==> src/rtl/pipe_pkg.sv <==
// pipe_pkg: shared constants and types for the ID-stage hazard/control unit.
// Holds the opcode/func encodings, aluc codes, forwarding and pcsource select
// codes, the EX/MEM stage record and the forwarding-select helper.
package pipe_pkg;

  localparam int unsigned REG_W  = 5;
  localparam int unsigned OP_W   = 6;
  localparam int unsigned ALUC_W = 4;
  localparam int unsigned SEL_W  = 2;

  // Primary opcodes
  localparam logic [OP_W-1:0] OP_RTYPE = 6'b000000;
  localparam logic [OP_W-1:0] OP_ADDI  = 6'b001000;
  localparam logic [OP_W-1:0] OP_ANDI  = 6'b001100;
  localparam logic [OP_W-1:0] OP_ORI   = 6'b001101;
  localparam logic [OP_W-1:0] OP_XORI  = 6'b001110;
  localparam logic [OP_W-1:0] OP_LW    = 6'b100011;
  localparam logic [OP_W-1:0] OP_SW    = 6'b101011;
  localparam logic [OP_W-1:0] OP_BEQ   = 6'b000100;
  localparam logic [OP_W-1:0] OP_BNE   = 6'b000101;
  localparam logic [OP_W-1:0] OP_LUI   = 6'b001111;
  localparam logic [OP_W-1:0] OP_J     = 6'b000010;
  localparam logic [OP_W-1:0] OP_JAL   = 6'b000011;

  // R-type func codes
  localparam logic [OP_W-1:0] FN_ADD  = 6'b100000;
  localparam logic [OP_W-1:0] FN_SUB  = 6'b100010;
  localparam logic [OP_W-1:0] FN_AND  = 6'b100100;
  localparam logic [OP_W-1:0] FN_OR   = 6'b100101;
  localparam logic [OP_W-1:0] FN_XOR  = 6'b100110;
  localparam logic [OP_W-1:0] FN_SLL  = 6'b000000;
  localparam logic [OP_W-1:0] FN_SRL  = 6'b000010;
  localparam logic [OP_W-1:0] FN_SRA  = 6'b000011;
  localparam logic [OP_W-1:0] FN_SLLV = 6'b000100;
  localparam logic [OP_W-1:0] FN_SRLV = 6'b000110;
  localparam logic [OP_W-1:0] FN_SRAV = 6'b000111;
  localparam logic [OP_W-1:0] FN_JR   = 6'b001000;
  localparam logic [OP_W-1:0] FN_MULT = 6'b011000;
  localparam logic [OP_W-1:0] FN_MFLO = 6'b010010;

  // ALU operation codes (don't-care bits driven as 0)
  localparam logic [ALUC_W-1:0] ALUC_ADD = 4'b0000;
  localparam logic [ALUC_W-1:0] ALUC_SUB = 4'b0100;
  localparam logic [ALUC_W-1:0] ALUC_AND = 4'b0001;
  localparam logic [ALUC_W-1:0] ALUC_OR  = 4'b0101;
  localparam logic [ALUC_W-1:0] ALUC_XOR = 4'b0010;
  localparam logic [ALUC_W-1:0] ALUC_LUI = 4'b0110;
  localparam logic [ALUC_W-1:0] ALUC_SLL = 4'b0011;
  localparam logic [ALUC_W-1:0] ALUC_SRL = 4'b0111;
  localparam logic [ALUC_W-1:0] ALUC_SRA = 4'b1111;

  // Operand forwarding selects
  localparam logic [SEL_W-1:0] FWD_RF    = 2'b00;
  localparam logic [SEL_W-1:0] FWD_EXE   = 2'b01;
  localparam logic [SEL_W-1:0] FWD_MEM   = 2'b10;
  localparam logic [SEL_W-1:0] FWD_MEMLD = 2'b11;

  // Next-PC selects
  localparam logic [SEL_W-1:0] PC_SEQ    = 2'b00;
  localparam logic [SEL_W-1:0] PC_BRANCH = 2'b01;
  localparam logic [SEL_W-1:0] PC_JR     = 2'b10;
  localparam logic [SEL_W-1:0] PC_JUMP   = 2'b11;

  localparam logic [REG_W-1:0] REG_RA = 5'd31;

  // Destination record carried through EX and MEM
  typedef struct packed {
    logic             wreg;
    logic             m2reg;
    logic [REG_W-1:0] rn;
  } stage_t;

  // EX result has priority; a load still in EX cannot forward (its data is not ready)
  function automatic logic [SEL_W-1:0] fwd_sel(input logic [REG_W-1:0] src,
                                               input stage_t e, input stage_t m);
    logic [SEL_W-1:0] sel;
    sel = FWD_RF;
    if (e.wreg && (e.rn == src) && !e.m2reg) begin
      sel = FWD_EXE;
    end else if (m.wreg && (m.rn == src)) begin
      sel = m.m2reg ? FWD_MEMLD : FWD_MEM;
    end
    return sel;
  endfunction

endpackage

==> src/rtl/pipe_decode.sv <==
// pipe_decode: combinational op/func decoder.
// Ports: valid_i (ID holds a real instruction), op_i/func_i, rt_i/rd_i,
//        rsrtequ_i -> raw controls (wreg_o already masked for $0), rn_o,
//        pcsource_o, is_mult_o/is_mflo_o, uses_rs_o/uses_rt_o.
module pipe_decode
  import pipe_pkg::*;
(
  input  logic              valid_i,
  input  logic [OP_W-1:0]   op_i,
  input  logic [OP_W-1:0]   func_i,
  input  logic [REG_W-1:0]  rt_i,
  input  logic [REG_W-1:0]  rd_i,
  input  logic              rsrtequ_i,
  output logic              wreg_o,
  output logic              m2reg_o,
  output logic              wmem_o,
  output logic [ALUC_W-1:0] aluc_o,
  output logic              aluimm_o,
  output logic              shift_o,
  output logic              sext_o,
  output logic              jal_o,
  output logic [REG_W-1:0]  rn_o,
  output logic [SEL_W-1:0]  pcsource_o,
  output logic              is_mult_o,
  output logic              is_mflo_o,
  output logic              uses_rs_o,
  output logic              uses_rt_o
);

  logic wreg_raw;
  logic dst_rt;

  // Instruction decode; nothing is decoded while ID is invalid (reset)
  always_comb begin
    wreg_raw   = 1'b0;
    dst_rt     = 1'b0;
    m2reg_o    = 1'b0;
    wmem_o     = 1'b0;
    aluc_o     = ALUC_ADD;
    aluimm_o   = 1'b0;
    shift_o    = 1'b0;
    sext_o     = 1'b0;
    jal_o      = 1'b0;
    pcsource_o = PC_SEQ;
    is_mult_o  = 1'b0;
    is_mflo_o  = 1'b0;
    uses_rs_o  = 1'b0;
    uses_rt_o  = 1'b0;
    rn_o       = '0;
    wreg_o     = 1'b0;

    if (valid_i) begin
      case (op_i)
        OP_RTYPE: begin
          case (func_i)
            FN_ADD, FN_SUB, FN_AND, FN_OR, FN_XOR, FN_SLLV, FN_SRLV, FN_SRAV: begin
              wreg_raw  = 1'b1;
              uses_rs_o = 1'b1;
              uses_rt_o = 1'b1;
            end
            FN_SLL, FN_SRL, FN_SRA: begin
              wreg_raw  = 1'b1;
              uses_rt_o = 1'b1;
              shift_o   = 1'b1;
            end
            FN_JR: begin
              uses_rs_o  = 1'b1;
              pcsource_o = PC_JR;
            end
            FN_MULT: begin
              uses_rs_o = 1'b1;
              uses_rt_o = 1'b1;
              is_mult_o = 1'b1;
            end
            FN_MFLO: begin
              wreg_raw  = 1'b1;
              is_mflo_o = 1'b1;
            end
            default: ;
          endcase
          case (func_i)
            FN_SUB:          aluc_o = ALUC_SUB;
            FN_AND:          aluc_o = ALUC_AND;
            FN_OR:           aluc_o = ALUC_OR;
            FN_XOR:          aluc_o = ALUC_XOR;
            FN_SLL, FN_SLLV: aluc_o = ALUC_SLL;
            FN_SRL, FN_SRLV: aluc_o = ALUC_SRL;
            FN_SRA, FN_SRAV: aluc_o = ALUC_SRA;
            default:         aluc_o = ALUC_ADD;
          endcase
        end
        OP_ADDI: begin
          wreg_raw = 1'b1; dst_rt = 1'b1; aluimm_o = 1'b1; sext_o = 1'b1;
          uses_rs_o = 1'b1;
        end
        OP_ANDI: begin
          wreg_raw = 1'b1; dst_rt = 1'b1; aluimm_o = 1'b1; aluc_o = ALUC_AND;
          uses_rs_o = 1'b1;
        end
        OP_ORI: begin
          wreg_raw = 1'b1; dst_rt = 1'b1; aluimm_o = 1'b1; aluc_o = ALUC_OR;
          uses_rs_o = 1'b1;
        end
        OP_XORI: begin
          wreg_raw = 1'b1; dst_rt = 1'b1; aluimm_o = 1'b1; aluc_o = ALUC_XOR;
          uses_rs_o = 1'b1;
        end
        OP_LW: begin
          wreg_raw = 1'b1; dst_rt = 1'b1; aluimm_o = 1'b1; sext_o = 1'b1;
          m2reg_o = 1'b1; uses_rs_o = 1'b1;
        end
        OP_SW: begin
          wmem_o = 1'b1; aluimm_o = 1'b1; sext_o = 1'b1;
          uses_rs_o = 1'b1; uses_rt_o = 1'b1;
        end
        OP_BEQ: begin
          aluc_o = ALUC_XOR; sext_o = 1'b1; uses_rs_o = 1'b1; uses_rt_o = 1'b1;
          pcsource_o = rsrtequ_i ? PC_BRANCH : PC_SEQ;
        end
        OP_BNE: begin
          aluc_o = ALUC_XOR; sext_o = 1'b1; uses_rs_o = 1'b1; uses_rt_o = 1'b1;
          pcsource_o = rsrtequ_i ? PC_SEQ : PC_BRANCH;
        end
        OP_LUI: begin
          wreg_raw = 1'b1; dst_rt = 1'b1; aluimm_o = 1'b1; aluc_o = ALUC_LUI;
        end
        OP_J: begin
          pcsource_o = PC_JUMP;
        end
        OP_JAL: begin
          wreg_raw = 1'b1; jal_o = 1'b1; pcsource_o = PC_JUMP;
        end
        default: ;
      endcase

      rn_o   = jal_o ? REG_RA : (dst_rt ? rt_i : rd_i);
      // $0 is hardwired; never report a write to it
      wreg_o = wreg_raw && (rn_o != '0);
    end
  end

endmodule

==> src/rtl/pipe_hazard_cu.sv <==
// pipe_hazard_cu: ID-stage control unit with hazard detection, forwarding
// selects and a multiply-busy interlock.
// Ports: clock/reset (async, active-high); op/func/rs/rt/rd/rsrtequ from ID;
//        decoded controls wreg/m2reg/wmem/aluc/aluimm/shift/sext/jal/rn/
//        pcsource; fwda/fwdb operand selects; wpcir (0 = stall);
//        mdu_start (launch multiply); mflo (EX multiply-result select).
module pipe_hazard_cu
  import pipe_pkg::*;
#(
  parameter int unsigned MDU_LAT = 4,
  parameter int unsigned CNT_W   = $clog2(MDU_LAT + 1)
) (
  input  logic              clock,
  input  logic              reset,
  input  logic [OP_W-1:0]   op,
  input  logic [OP_W-1:0]   func,
  input  logic [REG_W-1:0]  rs,
  input  logic [REG_W-1:0]  rt,
  input  logic [REG_W-1:0]  rd,
  input  logic              rsrtequ,
  output logic              wreg,
  output logic              m2reg,
  output logic              wmem,
  output logic [ALUC_W-1:0] aluc,
  output logic              aluimm,
  output logic              shift,
  output logic              sext,
  output logic              jal,
  output logic [REG_W-1:0]  rn,
  output logic [SEL_W-1:0]  pcsource,
  output logic [SEL_W-1:0]  fwda,
  output logic [SEL_W-1:0]  fwdb,
  output logic              wpcir,
  output logic              mdu_start,
  output logic              mflo
);

  stage_t           e_q, e_d, m_q;
  logic [CNT_W-1:0] cnt_q, cnt_d;

  logic              d_wreg, d_wmem, d_mult, d_mflo, d_uses_rs, d_uses_rt;
  logic [SEL_W-1:0]  d_pcsource;
  logic              ld_stall, mdu_stall, stall;

  pipe_decode u_decode (
    .valid_i    (~reset),
    .op_i       (op),
    .func_i     (func),
    .rt_i       (rt),
    .rd_i       (rd),
    .rsrtequ_i  (rsrtequ),
    .wreg_o     (d_wreg),
    .m2reg_o    (m2reg),
    .wmem_o     (d_wmem),
    .aluc_o     (aluc),
    .aluimm_o   (aluimm),
    .shift_o    (shift),
    .sext_o     (sext),
    .jal_o      (jal),
    .rn_o       (rn),
    .pcsource_o (d_pcsource),
    .is_mult_o  (d_mult),
    .is_mflo_o  (d_mflo),
    .uses_rs_o  (d_uses_rs),
    .uses_rt_o  (d_uses_rt)
  );

  // Stall detection, gated ID controls, forwarding and next stage state
  always_comb begin
    ld_stall  = e_q.wreg && e_q.m2reg &&
                ((d_uses_rs && (e_q.rn == rs)) || (d_uses_rt && (e_q.rn == rt)));
    mdu_stall = (d_mult || d_mflo) && (cnt_q != '0);
    stall     = ld_stall || mdu_stall;

    wpcir     = ~stall;
    wreg      = d_wreg && !stall;
    wmem      = d_wmem && !stall;
    mdu_start = d_mult && !stall;
    pcsource  = stall ? PC_SEQ : d_pcsource;
    mflo      = d_mflo;

    fwda = fwd_sel(rs, e_q, m_q);
    fwdb = fwd_sel(rt, e_q, m_q);

    e_d = '0;
    if (!stall) begin
      e_d.wreg  = d_wreg;
      e_d.m2reg = m2reg;
      e_d.rn    = rn;
    end

    // Busy counter reloads on an accepted multiply, otherwise drains to 0
    cnt_d = cnt_q;
    if (mdu_start) begin
      cnt_d = CNT_W'(MDU_LAT);
    end else if (cnt_q != '0) begin
      cnt_d = cnt_q - CNT_W'(1);
    end
  end

  // EX/MEM destination tracking and multiply busy counter
  always_ff @(posedge clock or posedge reset) begin
    if (reset) begin
      e_q   <= '0;
      m_q   <= '0;
      cnt_q <= '0;
    end else begin
      e_q   <= e_d;
      m_q   <= e_q;
      cnt_q <= cnt_d;
    end
  end

endmodule

==> config.mk <==
export PLATFORM = sky130hd
export DESIGN_NAME = pipe_hazard_cu
export DESIGN_NICKNAME = d
export VERILOG_FILES = /design/src/rtl/pipe_pkg.sv /design/src/rtl/pipe_decode.sv /design/src/rtl/pipe_hazard_cu.sv
export SDC_FILE = /design/constraint.sdc
export NUM_CORES = 1
export LEC_CHECK = 0
export BUFFER_PORTS_ARGS = -buffer_cell sky130_fd_sc_hd__clkbuf_2
export CAP_MARGIN = 15
export CELL_PAD_IN_SITES_DETAIL_PLACEMENT = 0
export CELL_PAD_IN_SITES_GLOBAL_PLACEMENT = 2
export CORE_AREA = 4 4 74 90
export CTS_CLUSTER_SIZE = 10
export DETAILED_ROUTE_END_ITERATION = 10
export DIE_AREA = 0 0 78 94
export GPL_ROUTABILITY_DRIVEN = 0
export PLACE_DENSITY = 0.84
export RECOVER_POWER = 100
export REMOVE_ABC_BUFFERS = 1
export SLEW_MARGIN = 20
export SYNTH_ARGS = -nofsm -noshare
export SYNTH_HDL_FRONTEND = slang
export SYNTH_HIERARCHICAL = 1
export SYNTH_SLANG_ARGS = --single-unit
==> constraint.sdc <==
create_clock -name clock -period 3.7 [get_ports clock]
set_input_delay 0.185 -clock clock [delete_from_list [all_inputs] [get_ports clock]]
set_output_delay 0.185 -clock clock [all_outputs]
set_load 0.01 [all_outputs]
==> flow_metrics.tcl <==
set metrics [dict create \
    clkSlewWorstSetupHoldPaths_ns 0.06 \
    r2r_end "e_q[6]$_DFF_PP0_" \
    final_cell_mix "clkbuf_2 (33), nor2_1 (26), clkbuf_1 (22)" \
    htreeDepth 1 \
    p_clk_share_pct 22.8 \
    hold_depth 5 \
    ys_async_sr_fraction_pct 100 \
    synth_edf_count 0 \
    slew_headroom_pct 53.3 \
    root_buffer "clkbuf_8" \
    synthCells 219 \
    max_cap_violations 0 \
    setup_viol 0 \
    status "finished, final reports clean" \
    cts_setup_buffers 0 \
    die_area_um2 7330 \
    die_w_um 78 \
    antenna_found_initial 0 \
    min_to "e_q[4]$_DFF_PP0_" \
    switching_share_pct 34.7 \
    hold_start "rd[4]" \
    fin_crit_ns 3.23 \
    port_buffers 54 \
    dpl.hpwl_um 4040 \
    cp-startpoint "reset" \
    slew_viol_final 0 \
    ys_seq_area_share_pct 24.3 \
    critPathLaunchType "input pin" \
    die_y_um 94 \
    clock_latency_ns 0.25 \
    num_io_pins 55 \
    synth_area_leaders "dfrtp_1 (24%), xnor2_1 (7.0%), nor2_1 (5.6%)" \
    synth_top_family_by_area "simple AND/OR/NAND/NOR gates" \
    first_pass_iters 4 \
    grt_pass1_wl_um 8280 \
    power_frac_seq_pct 39.6 \
    worstSetupPathType "input pin to output pin" \
    required_ns 3.51 \
    synthXorXnorAreaFrac_pct 11.0 \
    routed_wl_um 4980 \
    start_util_pct 29.9 \
    synth_compound_area_share_pct 25.2 \
    post_drt_via_cell_ratio 4.92 \
    p_leak_uw 0.000855 \
    synth_top_cell_by_area "dfrtp_1" \
    ys_ff_latch 17 \
    hold-worst-slack_ns 0.356 \
    rrSetupSlack_ns 2.11 \
    power.net_switching_uw 206 \
    yosysWarnings 6 \
    pwr-share-comb_pct 37.6 \
    avgSynthCellArea_um2 7.99 \
    cts_resized 0 \
    numCtsBuffers 3 \
    rsz0062_at_grt "no" \
    drtIter0Drc 116 \
    crit_arrival_ns 3.04 \
    num_rows 31 \
    ant_nets 0 \
    final_common_cell "clkbuf_2" \
    worstPathMaxFanout 15 \
    grt_pass1_vias 1698 \
    pre_cts_ws_ns 0.994 \
    fmaxAchievable_mhz 310 \
    drive_above_1_share_pct 19.0 \
    route.detailed.wl_per_inst_um 14.2 \
    synth_top_area_share_pct 24.3 \
    syn_to_final_growth_pct 17.8 \
    synth_flop_cell "dfrtp_1" \
    grt_use_total_pct 13.8 \
    min_period_over_period_pct 87.2 \
    stdcell_area_um2 2060 \
    internal_power_uw 388 \
    yosysUniqueCellTypes 54 \
    crit_path_end_kind "output pin" \
    synthMuxAreaShare_pct 0 \
    gr-total-overflow 0 \
    vias 1727 \
    rr_startpoint "e_q[0]$_DFF_PP0_" \
    synth_adder_area_share_pct 1.43 \
    cts_sinks 17 \
    finClkSkew_ns 0.00477 \
    place_area_um2 2070 \
    powerDensity_nw_per_um2 288 \
    irDropWorstVdd_mv 0.104 \
    syn_area_um2 1750 \
    cts_tree "done" \
    final_nets 302 \
    worst_slack_ns 0.474 \
    hold_violations 0 \
    finalSetupTns_ns 0 \
    worst_pin_slew_ns 0.700 \
    core_um2 5860 \
    synth-simple-area-share_pct 29.9 \
    hp-class "input pin to register" \
    grt_max_degree 16 \
    remaining_drc_errors 0 \
    rr_worst_depth 4 \
    diodes 0 \
    clock_path_buffers 2 \
]
-- worst max-delay path, stage by stage --
cell           delay, ns
dlygate4sd3_1       0.53
clkbuf_2            0.10
inv_1               0.25
or4b_1              0.58
nor4_4              0.29
a22o_1              0.22
nand3_1             0.12
o22ai_4             0.42
a211oi_1            0.17
clkbuf_1            0.16
-- metal layers --
metal	vias up	track usage [%]	wire length, µm
li1	887	-	-
met1	797	18.6	2310
met2	38	23.8	2460
met3	5	1.15	153
met4	0	3.06	47
met5	-	0	0
-- layout make-up --
cell class / instances / area [µm²]
fillers: 649 / 3800
multi-input cells: 171 / 1140
flip-flops and latches: 17 / 425
repair buffers: 58 / 273
well taps: 82 / 103
inverters: 19 / 71.3
clock buffers: 3 / 41.3
clock inverters: 1 / 5.00
-- how the worst max path moves through the flow --
| stage | cells after the start | slack [ns] | to |
|---|---|---|---|
| final | 10 | 0.47 | wreg |
| after floorplan | 7 | 0.99 | e_q[6]$_DFF_PP0_ |
| after global routing | 10 | 0.26 | wreg |
| after global placement | 10 | 1.07 | wreg |
| after detailed placement | 9 | 0.99 | wreg |
| after CTS | 10 | 0.42 | wreg |
-- power by group through the flow --
stage,clock network (µW),registers [µW],logic [µW]
global route,151,241,254
CTS,141,236,231
floorplan,0,233,157
detailed placement,0,239,229
finish,136,235,223
global placement,0,238,229
-- sequential cells by signal (all words and copies together) (netlist names) --
register and cells:
e_q 7, cnt_q 3, m_q 7
-- synthesized netlist by cell type, drive strengths merged, types with 2 or more instances --
| cell type | number |
|---|---|
| a31o | 2 |
| nor2b | 4 |
| xnor2 | 14 |
| nor2 | 26 |
| nand2 | 10 |
| buf | 7 |
| a21oi | 11 |
| and2 | 4 |
| nand3 | 10 |
| o21ai | 6 |
| ha | 2 |
| nand2b | 5 |
| a211oi | 15 |
| nor3 | 6 |
| nor4 | 8 |
| a21boi | 2 |
| nand3b | 3 |
| o22ai | 2 |
| a22o | 3 |
| and2b | 2 |
| xor2 | 8 |
| or4 | 2 |
| clkbuf | 5 |
| a32o | 2 |
| and3 | 6 |
| dfrtp | 17 |
| inv | 18 |
-- logic make-up (layout without fill, tap and decap cells) --
family | after synthesis | count (layout)
adder cells (fa/ha/maj) | 2 | 2
AND/OR/NAND/NOR | 93 | 93
XOR/XNOR | 22 | 22
buffers and inverters | 31 | 81
flip-flops | 17 | 17
AO/OA/AOI/OAI | 54 | 54
-- stage by stage --
| stage | cells | total power, µW | utilization [%] |
|---|---|---|---|
| finish | 351 | 594 | 35.2 |
| global route | 351 | 647 | 35.2 |
| CTS | 351 | 607 | 36.4 |
| detailed placement | 346 | 468 | 35.4 |
| global placement | 346 | 467 | 35.4 |
| floorplan | 207 | 390 | - |
-- what timing repair did --
item	in CTS	in global routing
setup endpoints to repair	0	0
hold endpoints to repair	4	0
hold buffers	1	0
Power figures use the tool's default switching activity.
